$ cat config.mk
export PLATFORM = sky130hd
export DESIGN_NAME = lzd11
export DESIGN_NICKNAME = d
export VERILOG_FILES = /design/src/rtl/lzd11.sv
export SDC_FILE = /design/constraint.sdc
export NUM_CORES = 1
export LEC_CHECK = 0
export CAP_MARGIN = 20
export CORE_AREA = 4 4 41 43
export CTS_BUF_LIST = sky130_fd_sc_hd__clkbuf_2 sky130_fd_sc_hd__clkbuf_4 sky130_fd_sc_hd__clkbuf_8
export DETAILED_ROUTE_END_ITERATION = 10
export DIE_AREA = 0 0 45 47
export GPL_TIMING_DRIVEN = 0
export RECOVER_POWER = 50
export SLEW_MARGIN = 20
export SYNTH_ARGS = -nofsm -noshare
export SYNTH_HDL_FRONTEND = slang
export SYNTH_SLANG_ARGS = --single-unit
$ cat constraint.sdc
create_clock -name clk -period 1 [get_ports clk]
set_input_delay 0.2 -clock clk [delete_from_list [all_inputs] [get_ports clk]]
set_output_delay 0.2 -clock clk [all_outputs]
set_load 0.005 [all_outputs]
$ cat src/rtl/lzd11.sv
// rtl/lzd11.sv - registered leading-zero detector for an 11-bit operand
module lzd11 (
    input  logic        clk,
    input  logic        rst_n,
    input  logic        in_valid,
    input  logic [10:0] in,
    output logic        out_valid,
    output logic [3:0]  pos,
    output logic        zero
);

    // Ones are appended below bit 0 so a 16-bit tree count tops out at 11 for an all-zero operand.
    logic [15:0] padded;
    logic [1:0]  c4_3, c4_2, c4_1, c4_0;
    logic        v4_3, v4_2, v4_1;
    logic [2:0]  c8_hi, c8_lo;
    logic        v8_hi;
    logic [3:0]  pos_next;
    logic        zero_next;

    function automatic logic [1:0] nib_cnt(input logic [3:0] n);
        logic [1:0] c;
        if (n[3])
            c = 2'd0;
        else if (n[2])
            c = 2'd1;
        else if (n[1])
            c = 2'd2;
        else
            c = 2'd3;
        return c;
    endfunction

    assign padded = {in, 5'b11111};

    assign c4_3 = nib_cnt(padded[15:12]);
    assign c4_2 = nib_cnt(padded[11:8]);
    assign c4_1 = nib_cnt(padded[7:4]);
    assign c4_0 = nib_cnt(padded[3:0]);
    assign v4_3 = |padded[15:12];
    assign v4_2 = |padded[11:8];
    assign v4_1 = |padded[7:4];

    assign v8_hi = v4_3 | v4_2;
    assign c8_hi = v4_3 ? {1'b0, c4_3} : {1'b1, c4_2};
    assign c8_lo = v4_1 ? {1'b0, c4_1} : {1'b1, c4_0};

    assign pos_next  = v8_hi ? {1'b0, c8_hi} : {1'b1, c8_lo};
    assign zero_next = ~|in;

    always_ff @(posedge clk or negedge rst_n) begin
        if (!rst_n) begin
            out_valid <= 1'b0;
            pos       <= 4'd0;
            zero      <= 1'b0;
        end else begin
            out_valid <= in_valid;
            if (in_valid) begin
                pos  <= pos_next;
                zero <= zero_next;
            end
        end
    end

endmodule

==> results of run 1 <==
==> layer usage <==
layer,wire [um],GRT usage
met5,0,0
met4,14,0.0819
met3,92,0.0230
met2,400,0.153
met1,377,0.118
==> repair_timing <==
item | CTS | global route
pin swaps | 6 | 4
endpoints found under the setup margin | 11 | 3
gates resized for setup | 42 | 12
hold buffers | 0 | 0
cloned | 1 | 0
setup buffers | 2 | 1
==> metrics by stage <==
stage / cells / instance area, um^2 / hold slack (ns)
after global placement: 68 / 551 / 0.462
final: 75 / 542 / 0.259
after CTS: 74 / 577 / 0.201
after global routing: 75 / 542 / 0.270
after floorplan: 34 / 342 / -0.0956
after detailed placement: 68 / 551 / 0.462
==> final cells by class <==
class / count / area [um^2]
plain buffers: 1 / 11.3
clock buffers: 3 / 22.5
fillers: 142 / 759
inverters: 3 / 11.3
multi-input cells: 24 / 184
flip-flops and latches: 6 / 150
well taps: 15 / 18.8
repair buffers: 23 / 144
==> synthesized netlist by cell type <==
cell	n	area share
o31ai_1	1	0.022
inv_1	3	0.033
nor2b_1	2	0.037
o21ai_1	1	0.015
a21oi_1	1	0.015
o21ai_0	4	0.059
nand3_2	1	0.029
o41ai_2	1	0.048
a31oi_1	1	0.018
nor2_1	4	0.044
o211ai_1	1	0.022
nor4_2	1	0.037
nor4_4	1	0.062
nand3b_1	1	0.022
dfrtp_1	6	0.44
nand2b_1	3	0.055
buf_2	1	0.015
o211a_1	1	0.029
==> registers in the layout, summed over array words and instances, names as in the netlist <==
name and count:
out_valid 1, pos 4, zero 1
==> cells by family (layout without fill, tap and decap cells) <==
family	after synthesis	in the layout	synth area share
buffers and inverters	4	30	0.0476
flip-flops	6	6	0.440
AO/OA/AOI/OAI	11	11	0.227
AND/OR/NAND/NOR	13	13	0.286
==> layout by cell type, fill, tap and decap left out <==
| cell | n |
|---|---|
| buf_2 | 7 |
| dlygate4sd3_1 | 1 |
| nor2b_1 | 2 |
| clkbuf_2 | 8 |
| a31oi_1 | 1 |
| nand2b_1 | 3 |
| nand3b_1 | 1 |
| dlygate4sd2_1 | 3 |
| o21ai_0 | 4 |
| nor4_4 | 2 |
| buf_6 | 1 |
| inv_1 | 3 |
| dfrtp_1 | 6 |
| buf_4 | 3 |
| o31ai_1 | 1 |
| o211ai_1 | 1 |
| o211a_1 | 1 |
| clkdlybuf4s50_1 | 1 |
| nor2_1 | 4 |
| a21oi_1 | 1 |
| clkbuf_4 | 3 |
| o41ai_2 | 1 |
| nand3_2 | 1 |
| o21ai_1 | 1 |
==> power breakdown <==
part,leakage (nW),internal (mW),switching [mW]
logic,0.170,0.0634,0.0591
registers,0.0785,0.255,0.00468
clock network,0.0138,0.136,0.0887
==> path summary, 6_finish.rpt <==
path                                             to  cells after the start
min in group asynchronous        pos[3]$_DFFE_PN0P_                      1
max in group asynchronous        pos[1]$_DFFE_PN0P_                      1
worst min register to register     zero$_DFFE_PN0P_                      2
worst max-delay path                         pos[2]                      1
worst max register to register   pos[0]$_DFFE_PN0P_                      4
worst min-delay path            out_valid$_DFF_PN0_                      1
==> results.cfg, run 1 <==
[run_status]
status = finished clean

[worst_setup_path]
cp_max_fo = 2
crit_type = reg2out
worstPathCellList = buf_2
crit_arrival_ns = 0.74
cpPeakStageDelay_ns = 0.37
crit_family = flip-flops
crit_start = pos[2]$_DFFE_PN0P_
crit_slowest_cell = dfrtp_1
cp_num_buf_inv = 1
r2r-start = pos[0]$_DFFE_PN0P_
cp-start-kind = flip-flop
r2r_slack_ns = 0.11
end_kind = output port
required_ns = 0.80

[min_path]
hp-class = in2reg
hp-start = in_valid

[timing]
rsz0062_at_grt = true
fin_skew_ns = 0
tightest_slew_ns = 0.273
finalHoldViolCount = 0
slew_violations = 0
fmaxAchievable_mhz = 1060
post-route-period-util = 0.942
post-route-min-period_ns = 0.942
setup_violations = 0
max-slew-margin-rel = 0.817
worst_slack_ns = 0.0582
fin_setup_tns_ns = 0

[final_layout]
finish.utilization = 0.416
areaGrowthSynthToFinish_pct = 58.6
layout-drive-gt1-share = 0.433
num_antenna_cells = 0
nNetsFinal = 76

[routing]
wl_per_cell_um = 11.8
drt_iter0_drc = 2
wirelength_um = 885
viasPerCell = 4.57
first_pass_iters = 3
antenna_left = 0
vias = 343
drc = 0

[place]
io_buffers = 19
dp_slack_ns = -0.547
place_congestion = 0.649

[synthesis]
ys_ff_latch = 6
synth_area_um2 = 342
yosysUniqueCellTypes = 18
syn_area_per_cell_um2 = 10.0
ys_warn_count = 0
ys_seq_area_frac = 0.440
synthCells = 34
synth_nets = 48

[clocking]
cts.sinks = 6
clock_latency_ns = 0.24
cts_tree = built
cts-root-buf = clkbuf_4
cts_made_buffers = 3
path_clk_slew_ns = 0.05
clk_path_buf_depth = 2
htree_num_levels = 1

[global_route]
grt-ovfl-total = 0
antenna_found_initial = 0
grt.total_usage = 0.0994
grt_pass1_vias = 351
grt_first_pass_wirelength_um = 1480
grt_max_degree = 7

[die]
die_w_um = 45
start_util = 0.263
core_area_um2 = 1300
die_h_um = 47
ioPinCount = 20
rows = 13
dieArea_um2 = 2120

[power_and_ir_drop]
peakVddDrop_uv = 659
power.leakage_nw = 0.262
power_mw = 0.607
powerDensity_nw_per_um2 = 1120

[flow_run]
maxCapViolCount = 0
(Power assumes the default switching activity.)
==> run 2: changes to the inputs <==
- CORE_AREA: 4 4 41 43 -> 2 2 39 41
- DIE_AREA: 0 0 45 47 -> 0 0 41 43
==> run 2 against run 1 <==
Net effect:
- worst hold slack worse by 0.049 ns
- maximum frequency up 0.89%
- final area up 0.23%
- register-to-register slack better by 0.13 ns
- clock power down 4%
- clock skew unchanged
- sequential cell count unchanged
- cell count unchanged
- largest cell class unchanged
- largest power group unchanged
==> results.cfg, run 2 (synthesis results as in run 1) <==
[timing]
timing.hold.ws_ns = 0.210
rsz0062_at_grt = false
post-route-min-period_ns = 0.933
fmaxAchievable_mhz = 1070
finalHoldViolCount = 0
post-route-period-util = 0.933
setup_violations = 0
slew_violations = 0
max-slew-margin-rel = 0.813
tightest_slew_ns = 0.279
fin_skew_ns = 0

[worst_setup_path]
cp-start-kind = flip-flop
cp_max_fo = 2
required_ns = 0.80
cpPeakStageDelay_ns = 0.38
cp.depth = 1
r2r_slack_ns = 0.24
crit_family = flip-flops
crit_slowest_cell = dfrtp_1
worstPathCellList = clkbuf_2
end_kind = output port
crit_arrival_ns = 0.73
r2r-start = pos[0]$_DFFE_PN0P_
r2r_end = pos[0]$_DFFE_PN0P_
rr_worst_depth = 3
cp_num_buf_inv = 1
crit_type = reg2out

[place]
io_buffers = 19
place_congestion = 0.646
dp.cells = 69

[final_layout]
final_cell_mix = buf_2, dfrtp_1, o21ai_0, nor2_1
largest_register_ffs = 4
multi_input_area_um2 = 184
fillCellCount = 147
register_area_um2 = 150
regMostFlops = pos
areaGrowthSynthToFinish_pct = 59.0
nNetsFinal = 75
top_regs = pos x4, out_valid x1, zero x1
layout-drive-gt1-share = 0.407
fin_cells = 75
num_antenna_cells = 0
final_common_cell = buf_2

[power_and_ir_drop]
clkPwrFrac = 0.362
peakVddDrop_uv = 655
p_int_mw = 0.451
power.leakage_nw = 0.256
p_sw_mw = 0.143
combPwrFrac = 0.200
switching_share = 0.241
powerDensity_nw_per_um2 = 1090
power_frac_seq = 0.438
power_mw = 0.594

[routing]
wirelength_um = 890
vias = 342
drc = 0
wl_per_cell_um = 11.9
drt_iter0_drc = 1
first_pass_iters = 2
viasPerCell = 4.56
antenna_left = 0

[run_status]
status = finished clean

[die]
dieArea_um2 = 1760
die_w_um = 41
start_util = 0.247
die_h_um = 43
core_area_um2 = 1380
rows = 14
ioPinCount = 20

[global_route]
grt_pass1_vias = 314
grt_first_pass_wirelength_um = 1300
grt-ovfl-total = 0
use_met2 = 0.175
grt.met3_usage = 0.0366
antenna_found_initial = 0
grt.total_usage = 0.115
grt_use_met1 = 0.139
top_usage_layer = met2
grt_max_degree = 7

[min_path]
hp-start = in_valid
hold_path_end = out_valid$_DFF_PN0_
whs_path_depth = 1
hp-class = in2reg

[clocking]
cts.sinks = 6
cts_tree = built
htree_num_levels = 1
cts_made_buffers = 3
clk_path_buf_depth = 2
path_clk_slew_ns = 0.04
clock_latency_ns = 0.24
cts-root-buf = clkbuf_4

[flow_run]
maxCapViolCount = 0
## run 2: through the flow
step / setup slack (ns) / instance area [um^2] / util / TNS (ns)
2_1_floorplan: 0.0433 / 342 / - / 0
3_3_place_gp: -0.527 / 552 / 0.399 / -2.17
3_5_place_dp: -0.564 / 552 / 0.399 / -2.25
4_1_cts: -0.0355 / 558 / 0.403 / -0.0355
5_1_grt: 0.0158 / 543 / 0.392 / 0
6_report: 0.0665 / 543 / 0.392 / 0
## run 2: worst max path at each step
stage / startpoint / end / slack [ns]
2_1_floorplan: in[3] / pos[0]$_DFFE_PN0P_ / 0.04
3_3_place_gp: in[7] / pos[0]$_DFFE_PN0P_ / -0.53
3_5_place_dp: in[7] / zero$_DFFE_PN0P_ / -0.56
4_1_cts: zero$_DFFE_PN0P_ / zero / -0.04
5_1_grt: in[5] / pos[0]$_DFFE_PN0P_ / 0.02
6_report: zero$_DFFE_PN0P_ / zero / 0.07
## run 2: layout make-up
class / count / share of cell area
plain buffers: 1 / 0.00922
clock buffers: 3 / 0.0415
inverters: 3 / 0.0207
multi-input cells: 24 / 0.339
flip-flops and latches: 6 / 0.276
well taps: 16 / 0.0369
repair buffers: 22 / 0.276
## run 2: what timing repair did
item,4_1_cts,5_1_grt
pin swaps,6,3
setup buffers,3,0
endpoints found under the setup margin,11,2
hold buffers,0,0
gates resized for setup,54,3
## run 2: per-layer routing
metal	share of wire	vias to the layer above
met1	0.40	157
met2	0.53	13
met5	0	-
met3	0.073	0
met4	0	0
li1	-	172
## run 2: power by group through the flow
stage / logic, mW / clock network (mW) / registers [mW]
floorplan: 0.0356 / 0 / 0.265
global route: 0.133 / 0.233 / 0.261
CTS: 0.123 / 0.226 / 0.260
detailed placement: 0.139 / 0 / 0.264
finish: 0.119 / 0.215 / 0.260
global placement: 0.139 / 0 / 0.264
==> run 3: changes to the inputs <==
- CTS_BUF_LIST: sky130_fd_sc_hd__clkbuf_2 sky130_fd_sc_hd__clkbuf_4 sky130_fd_sc_hd__clkbuf_8 -> sky130_fd_sc_hd__clkbuf_8
==> run 3 against run 2 <==
Net effect:
- sequential share of layout area decreased by 1.8 points
- first-iteration DRC count unchanged
- critical path depth unchanged
- largest power group is now the clock network
- cell count unchanged
- via count increased by 0.58%
- worst hold slack improved by 0.042 ns
- global-route usage increased by 0.40 points
- register-to-register slack about the same
- clock skew unchanged
- utilization increased by 2.8 points
- power increased by 24%
- non-clock buffer count unchanged
==> results.cfg, run 3 (synthesis results as in run 1) <==
[run_status]
status = finished clean

[clocking]
clock_latency_ns = 0.22
cts_made_buffers = 3
cts_tree = built
cts-root-buf = clkbuf_8
htree_num_levels = 1
cts.sinks = 6
clk_path_buf_depth = 2
path_clk_slew_ns = 0.03

[global_route]
grt-ovfl-total = 0
grt_max_degree = 8
antenna_found_initial = 0
grt_pass1_vias = 307
grt.total_usage = 0.119
grt_first_pass_wirelength_um = 1360

[min_path]
hp-class = in2reg
hp-start = in_valid
hold_path_end = out_valid$_DFF_PN0_
whs_path_depth = 1

[die]
ioPinCount = 20
start_util = 0.247
core_area_um2 = 1380
dieArea_um2 = 1760
rows = 14
die_h_um = 43
die_w_um = 41

[timing]
finalHoldViolCount = 0
rsz0062_at_grt = false
timing.hold.ws_ns = 0.252
fmaxAchievable_mhz = 1040
setup_violations = 0
post-route-min-period_ns = 0.965
post-route-period-util = 0.965
slew_violations = 0
worst_slack_ns = 0.0349
tightest_slew_ns = 0.302
fin_setup_tns_ns = 0
max-slew-margin-rel = 0.797
fin_skew_ns = 0

[worst_setup_path]
crit_slowest_cell = dfrtp_1
required_ns = 0.80
worstPathCellList = clkdlybuf4s15_1
crit_type = reg2out
r2r_slack_ns = 0.24
cpPeakStageDelay_ns = 0.35
rr_worst_depth = 3
r2r-start = pos[0]$_DFFE_PN0P_
r2r_end = pos[0]$_DFFE_PN0P_
crit_family = flip-flops
cp_num_buf_inv = 1
cp_max_fo = 1
end_kind = output port
crit_arrival_ns = 0.77
cp-start-kind = flip-flop

[place]
place_congestion = 0.646
dp_slack_ns = -0.564
io_buffers = 19
dp.cells = 69

[routing]
first_pass_iters = 3
vias = 344
antenna_left = 0
drc = 0
wirelength_um = 921
viasPerCell = 4.59
drt_iter0_drc = 1
wl_per_cell_um = 12.3

[final_layout]
top_regs = pos x4, out_valid x1, zero x1
final_cell_mix = buf_2, dfrtp_1, o21ai_0, nor2_1
fin_cells = 75
layout-drive-gt1-share = 0.407
fillCellCount = 144
nNetsFinal = 75
areaGrowthSynthToFinish_pct = 70.3
final_common_cell = buf_2
regMostFlops = pos
num_antenna_cells = 0
largest_register_ffs = 4

[power_and_ir_drop]
power.leakage_nw = 0.268
power_mw = 0.739
powerDensity_nw_per_um2 = 1270
peakVddDrop_uv = 871

[flow_run]
maxCapViolCount = 0
## run 3: through the flow
stage / cell area (um^2) / utilization
after floorplan: 342 / -
after global placement: 552 / 0.399
after detailed placement: 552 / 0.399
after CTS: 597 / 0.431
after global routing: 582 / 0.420
final: 582 / 0.420
## run 3: report_power, final
part	total [mW]	internal (mW)	leakage (nW)	switching (mW)
combinational	0.124	0.0641	0.168	0.0602
sequential	0.261	0.256	0.0785	0.00509
clock	0.353	0.258	0.0216	0.0955
## run 3: how the worst max path moves through the flow
stage	cells after the start	from	slack, ns	end
4_1_cts	4	in[3]	0.002	zero$_DFFE_PN0P_
6_report	1	out_valid$_DFF_PN0_	0.03	out_valid
3_3_place_gp	4	in[7]	-0.53	pos[0]$_DFFE_PN0P_
3_5_place_dp	4	in[7]	-0.56	zero$_DFFE_PN0P_
5_1_grt	1	out_valid$_DFF_PN0_	0.01	out_valid
2_1_floorplan	3	in[3]	0.04	pos[0]$_DFFE_PN0P_
## run 3: repair_timing
item                       in CTS  in global routing
hold buffers                    0                  0
gates resized for setup        56                  3
setup endpoints to repair      11                  3
setup buffers                   3                  0
pin swaps                       6                  2
## run 3: cell type report
type / count / area [um^2] / share of cell area
multi-input cells: 24 / 191 / 0.329
well taps: 16 / 20.0 / 0.0344
clock buffers: 3 / 41.3 / 0.0710
flip-flops and latches: 6 / 150 / 0.258
inverters: 3 / 11.3 / 0.0194
plain buffers: 1 / 11.3 / 0.0194
repair buffers: 22 / 156 / 0.269
## run 3: metal layers
layer,GRT usage,wire length [um]
met5,0,0
met2,0.178,482
met3,0.0366,65
met1,0.149,373
met4,0.0600,0
